===== config.mk =====
export PLATFORM = sky130hd
export DESIGN_NAME = upsample_layer_flat
export DESIGN_NICKNAME = d
export VERILOG_FILES = /design/src/rtl/upsample_layer_pkg.sv /design/src/rtl/upsample_layer_if.sv /design/src/rtl/upsample_row_buffer.sv /design/src/rtl/upsample_layer.sv /design/src/flat_wrapper.sv
export SDC_FILE = /design/constraint.sdc
export NUM_CORES = 1
export LEC_CHECK = 0
export ABC_AREA = 1
export CORE_MARGIN = 4
export CORE_UTILIZATION = 23
export DETAILED_ROUTE_END_ITERATION = 10
export SYNTH_ARGS = -nofsm -noshare
export SYNTH_HDL_FRONTEND = slang
export SYNTH_SLANG_ARGS = --single-unit

===== constraint.sdc =====
create_clock -name clk -period 2.3 [get_ports clk]
set_input_delay 0.23 -clock clk [delete_from_list [all_inputs] [get_ports clk]]
set_output_delay 0.23 -clock clk [all_outputs]
set_load 0.005 [all_outputs]

===== src/rtl/upsample_layer_pkg.sv =====
// Shared layer-chain definitions: FSM state encoding and default pixel width.
package upsample_layer_pkg;

   typedef enum logic [1:0] {
      IDLE = 2'd0,
      RUN  = 2'd1,
      DONE = 2'd2
   } layer_state_t;

   localparam int DEFAULT_DATA_W = 8;

endpackage


===== src/rtl/upsample_layer_if.sv =====
// Pixel stream bundle for the upsample layer: input stream plus output stream
// with row/frame markers. slave is the layer's view, master the environment's.
interface upsample_layer_if
   import upsample_layer_pkg::*;
#(
   parameter int DATA_W = DEFAULT_DATA_W
);
   logic                     in_valid;
   logic                     in_ready;
   logic signed [DATA_W-1:0] in_data;
   logic                     out_valid;
   logic                     out_ready;
   logic signed [DATA_W-1:0] out_data;
   logic                     out_row_end;
   logic                     out_last;

   modport master (
      output in_valid, in_data, out_ready,
      input  in_ready, out_valid, out_data, out_row_end, out_last
   );

   modport slave (
      input  in_valid, in_data, out_ready,
      output in_ready, out_valid, out_data, out_row_end, out_last
   );
endinterface


===== src/rtl/upsample_row_buffer.sv =====
// Ping-pong pair of input rows. A row becomes full when its last pixel is
// written and is released by the reader after both replays of that row.
module upsample_row_buffer
   import upsample_layer_pkg::*;
#(
   parameter int IN_W   = 3,
   parameter int DATA_W = DEFAULT_DATA_W,
   localparam int COL_W = (IN_W > 1) ? $clog2(IN_W) : 1
) (
   input  logic                     clk,
   input  logic                     rst,
   input  logic                     clear,
   input  logic                     wr_en,
   input  logic signed [DATA_W-1:0] wr_data,
   input  logic                     rd_release,
   input  logic [COL_W-1:0]         rd_idx,
   output logic                     wr_full,
   output logic                     rd_full,
   output logic                     row_written,
   output logic signed [DATA_W-1:0] rd_data
);
   logic signed [DATA_W-1:0] mem [2][IN_W];
   logic [1:0]               full;
   logic                     wr_buf;
   logic                     rd_buf;
   logic [COL_W-1:0]         wr_col;

   assign row_written = wr_en && (wr_col == COL_W'(IN_W - 1));
   assign wr_full     = full[wr_buf];
   assign rd_full     = full[rd_buf];
   assign rd_data     = mem[rd_buf][rd_idx];

   // Pixel storage; contents are only ever observed behind a full flag.
   always_ff @(posedge clk) begin
      if (wr_en) mem[wr_buf][wr_col] <= wr_data;
   end

   // Fill/release bookkeeping; fill and release always hit different rows.
   always_ff @(posedge clk) begin
      if (rst || clear) begin
         full   <= 2'b00;
         wr_buf <= 1'b0;
         rd_buf <= 1'b0;
         wr_col <= '0;
      end else begin
         if (wr_en) begin
            if (row_written) begin
               full[wr_buf] <= 1'b1;
               wr_buf       <= ~wr_buf;
               wr_col       <= '0;
            end else begin
               wr_col <= wr_col + 1'b1;
            end
         end
         if (rd_release) begin
            full[rd_buf] <= 1'b0;
            rd_buf       <= ~rd_buf;
         end
      end
   end
endmodule


===== src/rtl/upsample_layer.sv =====
// 2x nearest-neighbour upsampler: each buffered input row is replayed twice,
// with every pixel emitted twice per replay.
module upsample_layer
   import upsample_layer_pkg::*;
#(
   parameter int IN_W   = 3,
   parameter int IN_H   = 3,
   parameter int DATA_W = DEFAULT_DATA_W
) (
   input  logic             clk,
   input  logic             rst,
   input  logic             start,
   upsample_layer_if.slave  bus,
   output logic             busy,
   output logic             done
);
   localparam int COL_W  = (IN_W > 1) ? $clog2(IN_W) : 1;
   localparam int OCOL_W = $clog2(2 * IN_W);
   localparam int ROW_W  = $clog2(IN_H + 1);

   layer_state_t             state;
   logic [ROW_W-1:0]         in_row;
   logic [ROW_W-1:0]         rd_row;
   logic [OCOL_W-1:0]        out_col;
   logic                     rep;
   logic                     wr_full;
   logic                     rd_full;
   logic                     row_written;
   logic signed [DATA_W-1:0] rd_data;
   logic                     frame_start;
   logic                     in_hs;
   logic                     out_hs;
   logic                     col_end;
   logic                     row_release;

   assign frame_start = (state == IDLE) && start;
   assign in_hs       = bus.in_valid && bus.in_ready;
   assign out_hs      = bus.out_valid && bus.out_ready;
   assign col_end     = (out_col == OCOL_W'(2 * IN_W - 1));
   assign row_release = out_hs && col_end && rep;

   assign bus.in_ready    = (state == RUN) && !wr_full && (in_row < ROW_W'(IN_H));
   assign bus.out_valid   = (state == RUN) && rd_full;
   // Gated so the data lines read zero whenever nothing is being offered.
   assign bus.out_data    = bus.out_valid ? rd_data : '0;
   assign bus.out_row_end = bus.out_valid && col_end;
   assign bus.out_last    = bus.out_row_end && rep && (rd_row == ROW_W'(IN_H - 1));
   assign busy            = (state == RUN);
   assign done            = (state == DONE);

   upsample_row_buffer #(
      .IN_W   (IN_W),
      .DATA_W (DATA_W)
   ) u_row_buffer (
      .clk         (clk),
      .rst         (rst),
      .clear       (frame_start),
      .wr_en       (in_hs),
      .wr_data     (bus.in_data),
      .rd_release  (row_release),
      .rd_idx      (COL_W'(out_col >> 1)),
      .wr_full     (wr_full),
      .rd_full     (rd_full),
      .row_written (row_written),
      .rd_data     (rd_data)
   );

   // Frame sequencing plus input-row and output col/rep/row counters.
   always_ff @(posedge clk) begin
      if (rst) begin
         state   <= IDLE;
         in_row  <= '0;
         rd_row  <= '0;
         out_col <= '0;
         rep     <= 1'b0;
      end else begin
         case (state)
            IDLE: begin
               if (start) begin
                  state   <= RUN;
                  in_row  <= '0;
                  rd_row  <= '0;
                  out_col <= '0;
                  rep     <= 1'b0;
               end
            end
            RUN: begin
               if (row_written) in_row <= in_row + 1'b1;
               if (out_hs) begin
                  if (bus.out_last) state <= DONE;
                  if (col_end) begin
                     out_col <= '0;
                     if (!rep) begin
                        rep <= 1'b1;
                     end else begin
                        rep    <= 1'b0;
                        rd_row <= rd_row + 1'b1;
                     end
                  end else begin
                     out_col <= out_col + 1'b1;
                  end
               end
            end
            DONE:    state <= IDLE;
            default: state <= IDLE;
         endcase
      end
   end
endmodule

===== src/flat_wrapper.sv =====
// flat-port wrapper written by rule: the top's interface ports become plain ports
module upsample_layer_flat import upsample_layer_pkg::*;
#(
   parameter int IN_W   = 3,
   parameter int IN_H   = 3,
   parameter int DATA_W = DEFAULT_DATA_W
)
  (clk, rst, start, busy, done, bus_in_valid, bus_in_data, bus_out_ready, bus_in_ready, bus_out_valid, bus_out_data, bus_out_row_end, bus_out_last);
  upsample_layer_if #(.DATA_W(DATA_W)) bus_i ();
  input  logic clk;
  input  logic rst;
  input  logic start;
  output logic busy;
  output logic done;
  input wire logic [$bits(bus_i.in_valid)-1:0] bus_in_valid;
  input wire logic [$bits(bus_i.in_data)-1:0] bus_in_data;
  input wire logic [$bits(bus_i.out_ready)-1:0] bus_out_ready;
  output wire logic [$bits(bus_i.in_ready)-1:0] bus_in_ready;
  output wire logic [$bits(bus_i.out_valid)-1:0] bus_out_valid;
  output wire logic [$bits(bus_i.out_data)-1:0] bus_out_data;
  output wire logic [$bits(bus_i.out_row_end)-1:0] bus_out_row_end;
  output wire logic [$bits(bus_i.out_last)-1:0] bus_out_last;
  assign bus_i.in_valid = bus_in_valid;
  assign bus_i.in_data = bus_in_data;
  assign bus_i.out_ready = bus_out_ready;
  assign bus_in_ready = bus_i.in_ready;
  assign bus_out_valid = bus_i.out_valid;
  assign bus_out_data = bus_i.out_data;
  assign bus_out_row_end = bus_i.out_row_end;
  assign bus_out_last = bus_i.out_last;
  upsample_layer #(.IN_W(IN_W), .IN_H(IN_H), .DATA_W(DATA_W)) u_core (.clk(clk), .rst(rst), .start(start), .bus(bus_i), .busy(busy), .done(done));
endmodule

Yosys cells after proc, flatten, opt, wreduce, memory -nomap -nowiden
Memory sizes are Yosys's and may differ from the RTL's. A register that Yosys moved wholly into a read port is not among the register bits.
Cells that the tools add are included.
{ "word_totals": {"mem_count": 1, "ff_bits": 16, "ramBits": 48, "output_inout_bits": 14} }
{ "mem_list": {"columns": ["memory", "depth", "width", "read_ports", "rd_ports_with_merged_regs", "write_ports", "line_no", "text"], "rows": [
  ["u_core.u_row_buffer.mem", 2, 24, 1, 1, 1, "upsample_row_buffer.sv:22", "logic signed [DATA_W-1:0] mem [2][IN_W];"]
]} }
{ "classes": {"bitwise": 7, "n_lt_le_gt_ge": 8, "n_mux": 43, "reduce_logical": 25, "add_sub_neg": 4, "n_eq_ne": 11} }
{ "ops": {"columns": ["operator", "count"], "rows": [
  ["$mux 8", 4],
  ["$mux 2", 13],
  ["$mux 24", 1],
  ["$bmux 8 s2", 1],
  ["$demux 8 s2", 1],
  ["$logic_and 1x1->1", 15],
  ["$mux 1", 13],
  ["$pmux 2 s2", 3],
  ["$ne 2x1->1 const B", 5],
  ["$mux 3", 3],
  ["$reduce_and 3->1", 3],
  ["$add 2x1->2 const B", 3],
  ["$eq 2x2->1 const B", 3],
  ["$ge 3x3->1 const B", 2],
  ["$not 2->3", 2],
  ["$pmux 3 s2", 1],
  ["$reduce_and 5->1", 1],
  ["$lt 1x2->1 const B", 2],
  ["$reduce_and 4->1", 1],
  ["$add 3x1->3 const B", 1],
  ["$eq 3x3->1 const B", 1],
  ["$lt 3x1->1 const B", 1],
  ["$and 2x2->2", 1],
  ["$demux 1 s1", 2],
  ["13 further kinds", 15]
]} }

Logic depth before layout (Yosys ltp)
Gate-level depths: netlist of run 1.
{ "depth": {"ltp_word": 12, "depth_mapped": 9} }

Hierarchy
A second synthesis of run 1 with hierarchy kept.
{ "hier_totals": {"cells_unflattened": 322, "hier_area_um2": 2975.4} }
{ "by_module_without_submodules": {"columns": ["mod", "area_each_um2", "n_inst", "cells_per_inst", "seq_area_each_um2"], "rows": [
  ["upsample_row_buffer", 2314.7, 1, 221, 1581.5],
  ["upsample_layer", 660.6, 1, 101, 200.2]
]} }

Worst setup path after synthesis of run 1
No wires, ideal clock.
{ "synth_timing": {"path_kind": "register to register", "start": "reg u_core.in_row[0]", "end": "mem u_core.u_row_buffer.mem[1][10] in the netlist's numbering (enable)", "setup_ps": 370, "path_buffers": 0, "stages_incl_launch_ff": 9, "slack_ps": 545, "t_arrival_ps": 1385, "synth_period_minus_slack_ps": 1755, "path_cell_list": "dfxtp_1 > ha_1 > inv_1 > nand2_2 > nor2_4 > nand2_4 > nor2_4 > nand2_2 > nor2_1"} }
{ "synth_between": {"elab_chain_len": 5} }
{ "synth_rtl": {"columns": ["item", "line_no", "text"], "rows": [
  ["start: declaration", "upsample_layer.sv:22", "logic [ROW_W-1:0] in_row;"],
  ["start signal: assignment", "upsample_layer.sv:88", "if (row_written) in_row <= in_row + 1'b1;"],
  ["$lt 2x2->1", "upsample_layer.sv:42", "assign bus.in_ready = (state == RUN) && !wr_full && (in_row < ROW_W'(IN_H));"],
  ["$logic_and 1x1->1", "upsample_layer.sv:42", null],
  ["via bus_in_ready", "flat_wrapper.sv:18", "output wire logic [$bits(bus_i.in_ready)-1:0] bus_in_ready;"],
  ["$logic_and 1x1->1", "upsample_layer.sv:37", "assign in_hs = bus.in_valid && bus.in_ready;"],
  ["$mux 1", "upsample_row_buffer.sv:35", "if (wr_en) mem[wr_buf][wr_col] <= wr_data;"],
  ["$mux 24 (not written as such)", "upsample_row_buffer.sv:35", null],
  ["end: declaration", "upsample_row_buffer.sv:22", null]
]} }
The timed path passes the listed nets, and every way through them passes these cells.

==> impl_metrics.py, run 1 <==
metrics = {
    "global_routing": {
        "antenna_found_initial": 0,
        "use_met1": 0.110,
        "grt_pass1_vias": 2029,
        "grt_usage": 0.0940,
        "grt_pass1_wl_um": 10200,
        "overflow": 0,
        "grt_max_degree": 13,
        "grt_use_met2": 0.156,
        "busiest_layer": "met2",
        "use_met3": 0.0244,
    },
    "placement": {
        "place_congestion": 0.745,
        "preCtsSetupSlack_ps": 211,
        "dp_hpwl_um": 4340,
        "port_buffers": 26,
    },
    "power_and_ir_drop": {
        "seqPwrFrac": 0.430,
        "leakagePower_nw": 1.34,
        "p_sw_uw": 597,
        "combPwrFrac": 0.049,
        "power_density_nw_per_um2": 819,
        "switching_share": 0.200,
        "power.share.clock": 0.521,
        "vdd_ir_drop_max_mv": 0.430,
        "p_int_mw": 2.39,
    },
    "timing": {
        "setup_viol": 0,
        "min_period_over_period": 0.937,
        "slew_viol_final": 0,
        "worst_pin_slew_ps": 438,
        "fin_crit_ps": 2150,
        "rsz0062_at_grt": "false",
        "finalWorstSetupSlack_ps": 146,
        "holdWs_ps": 473,
        "slew_headroom": 0.707,
        "clock_skew_ps": 3.92,
        "fmax_mhz": 464,
        "hold_viol_final": 0,
        "final.setup.tns_ps": 0,
    },
    "run": {
        "max_cap_violations": 0,
    },
    "clocking": {
        "clock_sinks": 65,
        "root_buffer": "clkbuf_16",
        "cts_hold_buf": 0,
        "cts_tree": "yes",
        "clkLatencyLatePin_ps": 330,
        "cts_buffers": 9,
        "clkTransAtPathRegs_ps": 50,
        "htreeDepth": 3,
        "cts_buffer_depth": 2,
    },
    "route": {
        "postRouteAntennaNets": 0,
        "drtIter0Drc": 168,
        "dr.pass1.iters": 4,
        "wl_per_cell_um": 13.8,
        "vias": 2003,
        "drcViolationCount": 0,
        "wl_um": 6370,
        "viasPerCell": 4.35,
    },
    "synthesis": {
        "synth_area_per_cell_um2": 10.6,
        "synth_top_area_cell": "edfxtp_1",
        "ys_seq_elements": 65,
        "synth_top_area_frac": 0.515,
        "postSynthCellCount": 265,
        "synth_warnings": 0,
        "yosysUniqueCellTypes": 27,
        "synth_nets": 280,
        "ys_top_cells_by_area": "edfxtp_1 (51%), dfxtp_1 (12%), nor2_1 (6.3%)",
        "yosysSeqAreaShare": 0.636,
        "syn_area_um2": 2800,
    },
    "critical_path": {
        "critical_path_class": "register to primary output",
        "critPathCaptureType": "primary output",
        "r2r_slack_ps": 390,
        "cp_max_fo": 9,
        "worstPathRequired_ps": 2070,
        "crit_arrival_ps": 1920,
        "timing.rr.end": "u_core.u_row_buffer.mem[1][22]",
        "r2r_cells": 9,
        "r2r-start": "u_core.state[0]",
        "start_kind": "register",
    },
    "hold_path": {
        "min_to": "u_core.rd_row[1]",
        "holdCritStartpoint": "u_core.rd_row[1]",
        "min_path_type": "register to register",
        "holdPathStages": 2,
    },
    "finish": {
        "register_area_um2": 1790,
        "syn_to_final_growth_pct": 30.4,
        "diodes": 0,
        "multiInputGateArea_um2": 893,
        "layout.nets": 323,
        "drive_gt1_frac": 0.169,
        "n_fill_cell": 1186,
    },
    "outcome": {
        "status": "finished, final reports clean",
    },
    "die": {
        "ios": 27,
        "start_util": 0.234,
        "die_x_um": 118,
        "rows": 40,
        "fp.coreArea_um2": 12000,
        "die_y_um": 118,
        "dieArea_um2": 14000,
    },
}
-- synth_stat cells --
cell type and count:
edfxtp_1 48, nor2_1 47, nand2_1 33, o21ai_0 25, a21oi_1 20, inv_1 19, dfxtp_1 17, o22ai_1 8
nand4_1 6, nand2_2 5, nand3_1 5, buf_2 4, inv_2 4, nor2_4 4, nand2_4 3, nand3_4 3
ha_1 2, nand3_2 2, o21ai_1 2, a31oi_1 1, buf_6 1, clkbuf_1 1, clkinv_1 1, nor2_2 1
nor3_1 1, o21bai_2 1, xor2_1 1
-- metal layers --
layer	part of all wire	up-vias
met5	0	-
met4	0.026	0
met3	0.056	11
met2	0.49	48
met1	0.43	940
li1	-	1004
-- final cells by class --
cell class / count / area share
Inverter: 24 / 0.0247
Clock buffer: 9 / 0.0617
Tap cell: 147 / 0.0504
Timing Repair Buffer: 38 / 0.0970
Sequential cell: 65 / 0.489
Multi-Input combinational cell: 170 / 0.245
Clock inverter: 7 / 0.0322
-- cell families (layout without fill, tap and decap cells) --
group,count (synthesis),after routing,synth area share
AO/OA/AOI/OAI,57,57,0.108
XOR/XNOR,1,1,0.00313
adder cells (fa/ha/maj),2,2,0.00894
AND/OR/NAND/NOR,110,110,0.199
buffers and inverters,30,78,0.0447
flip-flops,65,65,0.636
-- flip-flops by register name, summed over array words and instances (netlist names), named ones only --
register	count
u_core.u_row_buffer.wr_buf	1
u_core.u_row_buffer.rd_buf	1
u_core.u_row_buffer.mem	48
u_core.state	2
u_core.out_col	3
u_core.u_row_buffer.full	2
u_core.u_row_buffer.wr_col	2
u_core.rd_row	2
u_core.rep	1
u_core.in_row	2
-- worst max-delay path, stage by stage, from the launching register on --
cell and delay, ps:
dfxtp_4 380, buf_6 140, o21ai_0 130, o22ai_1 200, nand2_1 70, a21oi_1 150, clkdlybuf4s50_1 520
-- timing repair --
action                     4_1_cts  5_1_grt
setup buffers                    0        2
cloned                           0        0
setup endpoints to repair        7       10
hold endpoints to repair         0        0
pin swaps                        0        1
gates resized for setup          1        4
-- worst max-delay path by stage --
stage                                  from                             end  slack (ps)  cells past startpoint
after floorplan            u_core.in_row[0]  u_core.u_row_buffer.mem[1][10]         550                      8
after global placement             register                 bus_out_data[1]         260                      6
after detailed placement           register                 bus_out_data[5]         210                      6
after CTS                          register                 bus_out_data[5]           3                      6
after global routing      u_core.out_col[1]                 bus_out_data[5]           7                      7
final                              register                 bus_out_data[5]         150                      6
-- stage by stage --
stage                     utilization  std cells  total power [mW]  area, um2
after floorplan                     -        265              1.39       2800
after global placement          0.275        442              1.45       3280
after detailed placement        0.275        442              1.46       3280
after CTS                       0.303        458              3.02       3630
after global routing            0.305        460              3.09       3650
final                           0.305        460              2.99       3650
-- power by group through the flow --
| stage | Clock (mW) | Sequential (mW) | Combinational (mW) |
|---|---|---|---|
| final | 1.56 | 1.29 | 0.146 |
| after global routing | 1.63 | 1.29 | 0.164 |
| after CTS | 1.58 | 1.29 | 0.148 |
| after detailed placement | 0 | 1.31 | 0.147 |
| after global placement | 0 | 1.31 | 0.144 |
| after floorplan | 0 | 1.31 | 0.0851 |
-- layout by cell type, fill, tap and decap left out, types with 2 or more instances in the layout --
cell type        instances
o21ai_1                  2
nand4_1                  6
dfxtp_1                 15
clkdlybuf4s50_1         25
ha_1                     2
bufinv_16                3
buf_4                   10
edfxtp_1                48
nand3_2                  2
inv_2                    4
o22ai_1                  8
inv_1                   19
nand3_1                  5
clkinv_2                 2
a21oi_1                 20
nor2_1                  47
nand2_4                  3
clkbuf_16                9
o21ai_0                 25
nand2_1                 33
nand3_4                  3
nand2_2                  5
nor2_4                   4
No activity file was read; power rests on OpenSTA's default activity.
==> run 2: changes to the inputs <==
--- a/config.mk
+++ b/config.mk
@@ -6,7 +6,7 @@
 export NUM_CORES = 1
 export LEC_CHECK = 0
 export ABC_AREA = 1
-export CORE_MARGIN = 4
+export CORE_MARGIN = 2
 export CORE_UTILIZATION = 23
 export DETAILED_ROUTE_END_ITERATION = 10
 export SYNTH_ARGS = -nofsm -noshare
==> impl_metrics.py, run 2 (same netlist as run 1, synthesis figures left out) <==
metrics = {
    "timing": {
        "fmax_mhz": 461,
        "holdWs_ps": 474,
        "hold_viol_final": 0,
        "setup_viol": 0,
        "slew_headroom": 0.710,
        "slew_viol_final": 0,
        "fin_crit_ps": 2170,
        "final.setup.tns_ps": 0,
        "rsz0062_at_grt": "false",
        "clock_skew_ps": 3.70,
        "min_period_over_period": 0.943,
        "worst_pin_slew_ps": 434,
    },
    "critical_path": {
        "slowest_delay_ps": 530,
        "critical_path_class": "register to primary output",
        "crit_slowest_cell": "clkdlybuf4s50_1",
        "cp_max_fo": 8,
        "r2r_slack_ps": 440,
        "critical_path.cell_chain": "buf_4 > o21ai_0 > o22ai_1 > nand2_1 > a21oi_1 > clkdlybuf4s50_1",
        "critPathCaptureType": "primary output",
        "r2r-start": "u_core.state[0]",
        "start_kind": "register",
        "crit_buf_inv": 2,
        "worstPathRequired_ps": 2070,
        "crit_family": "buffers and inverters",
        "crit_arrival_ps": 1940,
    },
    "route": {
        "drtIter0Drc": 122,
        "wl_um": 6200,
        "vias": 2011,
        "wl_per_cell_um": 13.5,
        "drcViolationCount": 0,
        "postRouteAntennaNets": 0,
        "dr.pass1.iters": 4,
        "viasPerCell": 4.38,
    },
    "finish": {
        "fin_area_um2": 3580,
        "mostFrequentLayoutCell": "edfxtp_1",
        "largest_reg_flops": 48,
        "largest_register": "u_core.u_row_buffer.mem",
        "diodes": 0,
        "top_regs": "u_core.u_row_buffer.mem x48, u_core.out_col x3",
        "mostFrequentLayoutCells": "edfxtp_1 (48), nor2_1 (47), nand2_1 (33)",
        "multiInputGateArea_um2": 902,
        "syn_to_final_growth_pct": 28.0,
        "register_area_um2": 1780,
        "drive_gt1_frac": 0.154,
        "layout.nets": 323,
        "n_fill_cell": 1217,
    },
    "power_and_ir_drop": {
        "power_density_nw_per_um2": 723,
        "power.total_mw": 2.59,
        "vdd_ir_drop_max_mv": 0.319,
        "leakagePower_nw": 1.28,
    },
    "global_routing": {
        "antenna_found_initial": 0,
        "grt_usage": 0.101,
        "grt_max_degree": 15,
        "grt_pass1_wl_um": 9900,
        "grt_pass1_vias": 2004,
        "overflow": 0,
    },
    "clocking": {
        "cts_tree": "yes",
        "root_buffer": "clkbuf_16",
        "htreeDepth": 3,
        "cts_buffers": 9,
        "clock_sinks": 65,
        "cts_hold_buf": 0,
        "clkTransAtPathRegs_ps": 50,
        "cts_buffer_depth": 2,
        "clkLatencyLatePin_ps": 330,
    },
    "die": {
        "die_x_um": 114,
        "fp.coreArea_um2": 12000,
        "dieArea_um2": 13100,
        "ios": 27,
        "rows": 40,
        "start_util": 0.234,
        "die_y_um": 114,
    },
    "placement": {
        "place_area_um2": 3280,
        "dp_hpwl_um": 4210,
        "port_buffers": 26,
        "place_congestion": 0.757,
    },
    "hold_path": {
        "holdCritStartpoint": "u_core.rd_row[1]",
        "min_path_type": "register to register",
    },
    "run": {
        "max_cap_violations": 0,
    },
    "outcome": {
        "status": "finished, final reports clean",
    },
}
## run 2: cell count changes in the layout (fill, tap and decap cells not counted), sizes merged
| cell | delta |
|---|---|
| bufinv | -3 |
| clkdlybuf4s50 | +1 |
| clkinv | +2 |
| clkinvlp | +1 |
| dlymetal6s2s | -1 |
| inv | -1 |
## run 2: repair_timing
item	4_1_cts	5_1_grt
buffers inserted	1	2
endpoints found under the setup margin	6	8
gates resized for setup	2	5
## run 2: final timing paths
path	cells past startpoint	endpoint
worst max-delay path	6	bus_out_data[6]
worst max register to register	6	u_core.u_row_buffer.mem[0][1]
worst min-delay path	2	u_core.rd_row[1]
worst min register to register	2	u_core.rd_row[1]
## run 2: worst min-delay path: stages (launching register included)
cell     delay [ps]
dfxtp_1         310
nand2_1          60
a21oi_1          50
## run 2: per-stage QoR
stage / instances / utilization / setup WS, ps
finish: 459 / 0.300 / 130
global route: 459 / 0.300 / 9.62
CTS: 457 / 0.297 / 7.74
detailed placement: 441 / 0.274 / 283
global placement: 441 / 0.274 / 294
floorplan: 265 / - / 545
## run 2: area by class of cell
cell class | count | share of cell area
sequential | 65 | 0.498
multi-input combinational | 170 | 0.252
timing repair buffer | 38 | 0.103
clock buffer | 9 | 0.0628
clock inverter | 6 | 0.00733
inverter | 24 | 0.0258
tap | 147 | 0.0513
## run 2: routing by layer
metal / vias to the layer above / global-route usage / wire (um)
met2: 39 / 0.169 / 3040
met1: 958 / 0.117 / 2790
met3: 14 / 0.0254 / 187
met5: - / 0 / 0
met4: 0 / 0.0618 / 186
li1: 1000 / - / -
## run 2: power breakdown
| part | internal, mW | leakage (nW) | switching [mW] |
|---|---|---|---|
| Combinational | 0.0605 | 0.584 | 0.0876 |
| Clock | 0.702 | 0.119 | 0.452 |
| Sequential | 1.28 | 0.572 | 0.0108 |
| Total | 2.04 | 1.28 | 0.551 |
==> run 3: changes to the inputs <==
--- a/config.mk
+++ b/config.mk
@@ -7,8 +7,9 @@
 export LEC_CHECK = 0
 export ABC_AREA = 1
 export CORE_MARGIN = 2
-export CORE_UTILIZATION = 23
+export CORE_UTILIZATION = 56
 export DETAILED_ROUTE_END_ITERATION = 10
+export PLACE_DENSITY = 0.8
 export SYNTH_ARGS = -nofsm -noshare
 export SYNTH_HDL_FRONTEND = slang
 export SYNTH_SLANG_ARGS = --single-unit
==> impl_metrics.py, run 3 (same netlist as run 1, synthesis figures left out) <==
metrics = {
    "outcome": {
        "status": "finished, final reports clean",
    },
    "clocking": {
        "htreeDepth": 3,
        "clock_sinks": 65,
        "cts_hold_buf": 0,
        "cts_buffers": 9,
        "clkLatencyLatePin_ps": 350,
        "clkTransAtPathRegs_ps": 70,
        "cts_tree": "yes",
        "cts_buffer_depth": 2,
        "root_buffer": "clkbuf_8",
    },
    "route": {
        "postRouteAntennaNets": 0,
        "wl_um": 5630,
        "wl_per_cell_um": 15.0,
        "viasPerCell": 5.35,
        "dr.pass1.iters": 4,
        "vias": 2010,
        "drtIter0Drc": 255,
        "drcViolationCount": 0,
    },
    "die": {
        "die_y_um": 74.7,
        "ios": 27,
        "start_util": 0.585,
        "rows": 25,
        "dieArea_um2": 5580,
        "die_x_um": 74.7,
        "fp.coreArea_um2": 4790,
    },
    "placement": {
        "dp_hpwl_um": 3860,
        "place_congestion": 0.811,
        "dpl.cell_count": 360,
        "port_buffers": 26,
    },
    "critical_path": {
        "crit_family": "buffers and inverters",
        "r2r_slack_ps": 530,
        "crit_arrival_ps": 1960,
        "crit_buf_inv": 2,
        "crit_slowest_cell": "clkdlybuf4s50_1",
        "critPathCaptureType": "primary output",
        "worstPathRequired_ps": 2070,
        "cp_max_fo": 24,
        "slowest_delay_ps": 520,
        "start_kind": "register",
        "critical_path.cell_chain": "buf_8 > o21ai_0 > o22ai_1 > nand2_1 > a21oi_1 > clkdlybuf4s50_1",
        "r2r_cells": 9,
        "critical_path_class": "register to primary output",
        "path_depth": 6,
    },
    "finish": {
        "largest_register": "u_core.u_row_buffer.mem",
        "mostFrequentLayoutCell": "edfxtp_1",
        "largest_reg_flops": 48,
        "top_regs": "u_core.u_row_buffer.mem x48, u_core.out_col x3",
        "diodes": 0,
        "layout.nets": 319,
        "drive_gt1_frac": 0.146,
        "syn_to_final_growth_pct": 20.2,
        "fin_util": 0.703,
        "mostFrequentLayoutCells": "edfxtp_1 (48), nor2_1 (47), nand2_1 (33)",
        "fin_cells": 376,
    },
    "hold_path": {
        "holdPathStages": 2,
        "min_path_type": "register to register",
    },
    "timing": {
        "hold_viol_final": 0,
        "fin_crit_ps": 2190,
        "slew_headroom": 0.726,
        "slew_viol_final": 0,
        "worst_pin_slew_ps": 411,
        "min_period_over_period": 0.951,
        "rsz0062_at_grt": "true",
        "fmax_mhz": 457,
        "clock_skew_ps": 9.05,
        "setup_viol": 0,
    },
    "global_routing": {
        "grt_pass1_wl_um": 8870,
        "grt_usage": 0.225,
        "antenna_found_initial": 0,
        "grt_max_degree": 25,
        "overflow": 0,
        "grt_pass1_vias": 1877,
    },
    "run": {
        "max_cap_violations": 0,
    },
    "power_and_ir_drop": {
        "leakagePower_nw": 1.23,
        "power_density_nw_per_um2": 695,
        "vdd_ir_drop_max_mv": 0.486,
    },
}
==> run 3: cell types whose count changed in the layout (fill, tap and decap cells not counted), moves of 3 or more <==
cell and delta:
clkbuf_16 -9, clkbuf_1 +3, buf_4 -3, clkinv_1 -5, clkbuf_8 +9, clkinv_2 +3
==> run 3: layer usage <==
| metal | global-route usage | part of all wire | vias to the layer above |
|---|---|---|---|
| met5 | 0 | 0 | - |
| li1 | - | - | 996 |
| met3 | 0.0562 | 0.059 | 12 |
| met2 | 0.331 | 0.46 | 48 |
| met1 | 0.304 | 0.45 | 954 |
| met4 | 0.135 | 0.024 | 0 |
==> run 3: worst paths after layout <==
kind | to | startpoint
worst max register to register | u_core.u_row_buffer.mem[1][14] | u_core.state[0]
worst max-delay path | bus_out_data[2] | register
worst min register to register | u_core.rd_row[1] | u_core.rd_row[1]
worst min-delay path | u_core.rd_row[1] | u_core.rd_row[1]
==> run 3: worst min-delay path, cell delays in order, from the launching register on <==
cell and delay (ps):
dfxtp_1 320, nand2_1 60, a21oi_1 60
==> run 3: area by class of cell <==
| type | count | area (um2) |
|---|---|---|
| Inverter | 24 | 90.1 |
| Clock inverter | 4 | 45.0 |
| Sequential cell | 65 | 1780 |
| Multi-Input combinational cell | 170 | 898 |
| Fill cell | 344 | 1420 |
| Tap cell | 67 | 83.8 |
| Clock buffer | 12 | 135 |
| Timing Repair Buffer | 34 | 332 |
==> run 3: power breakdown <==
| group | switching (mW) | internal [mW] | leakage [nW] |
|---|---|---|---|
| Combinational | 0.0877 | 0.0589 | 0.562 |
| Sequential | 0.0102 | 1.27 | 0.571 |
| Clock | 0.410 | 0.496 | 0.0941 |
==> run 3: through the flow <==
step                cell area, um2  power [mW]  setup WS, ps  hold slack [ps]  TNS [ps]
floorplan                     2800        1.39           545              299         0
global placement              3170        1.45           409              457         0
detailed placement            3170        1.46           376              472         0
CTS                           3350        2.34          50.6              482         0
global route                  3370        2.41         -35.1              522     -35.1
finish                        3370        2.34           112              486         0
==> run 3: what timing repair did <==
action | CTS | global route
endpoints found under the setup margin | 1 | 7
setup buffers | 0 | 0
resized for setup | 1 | 4
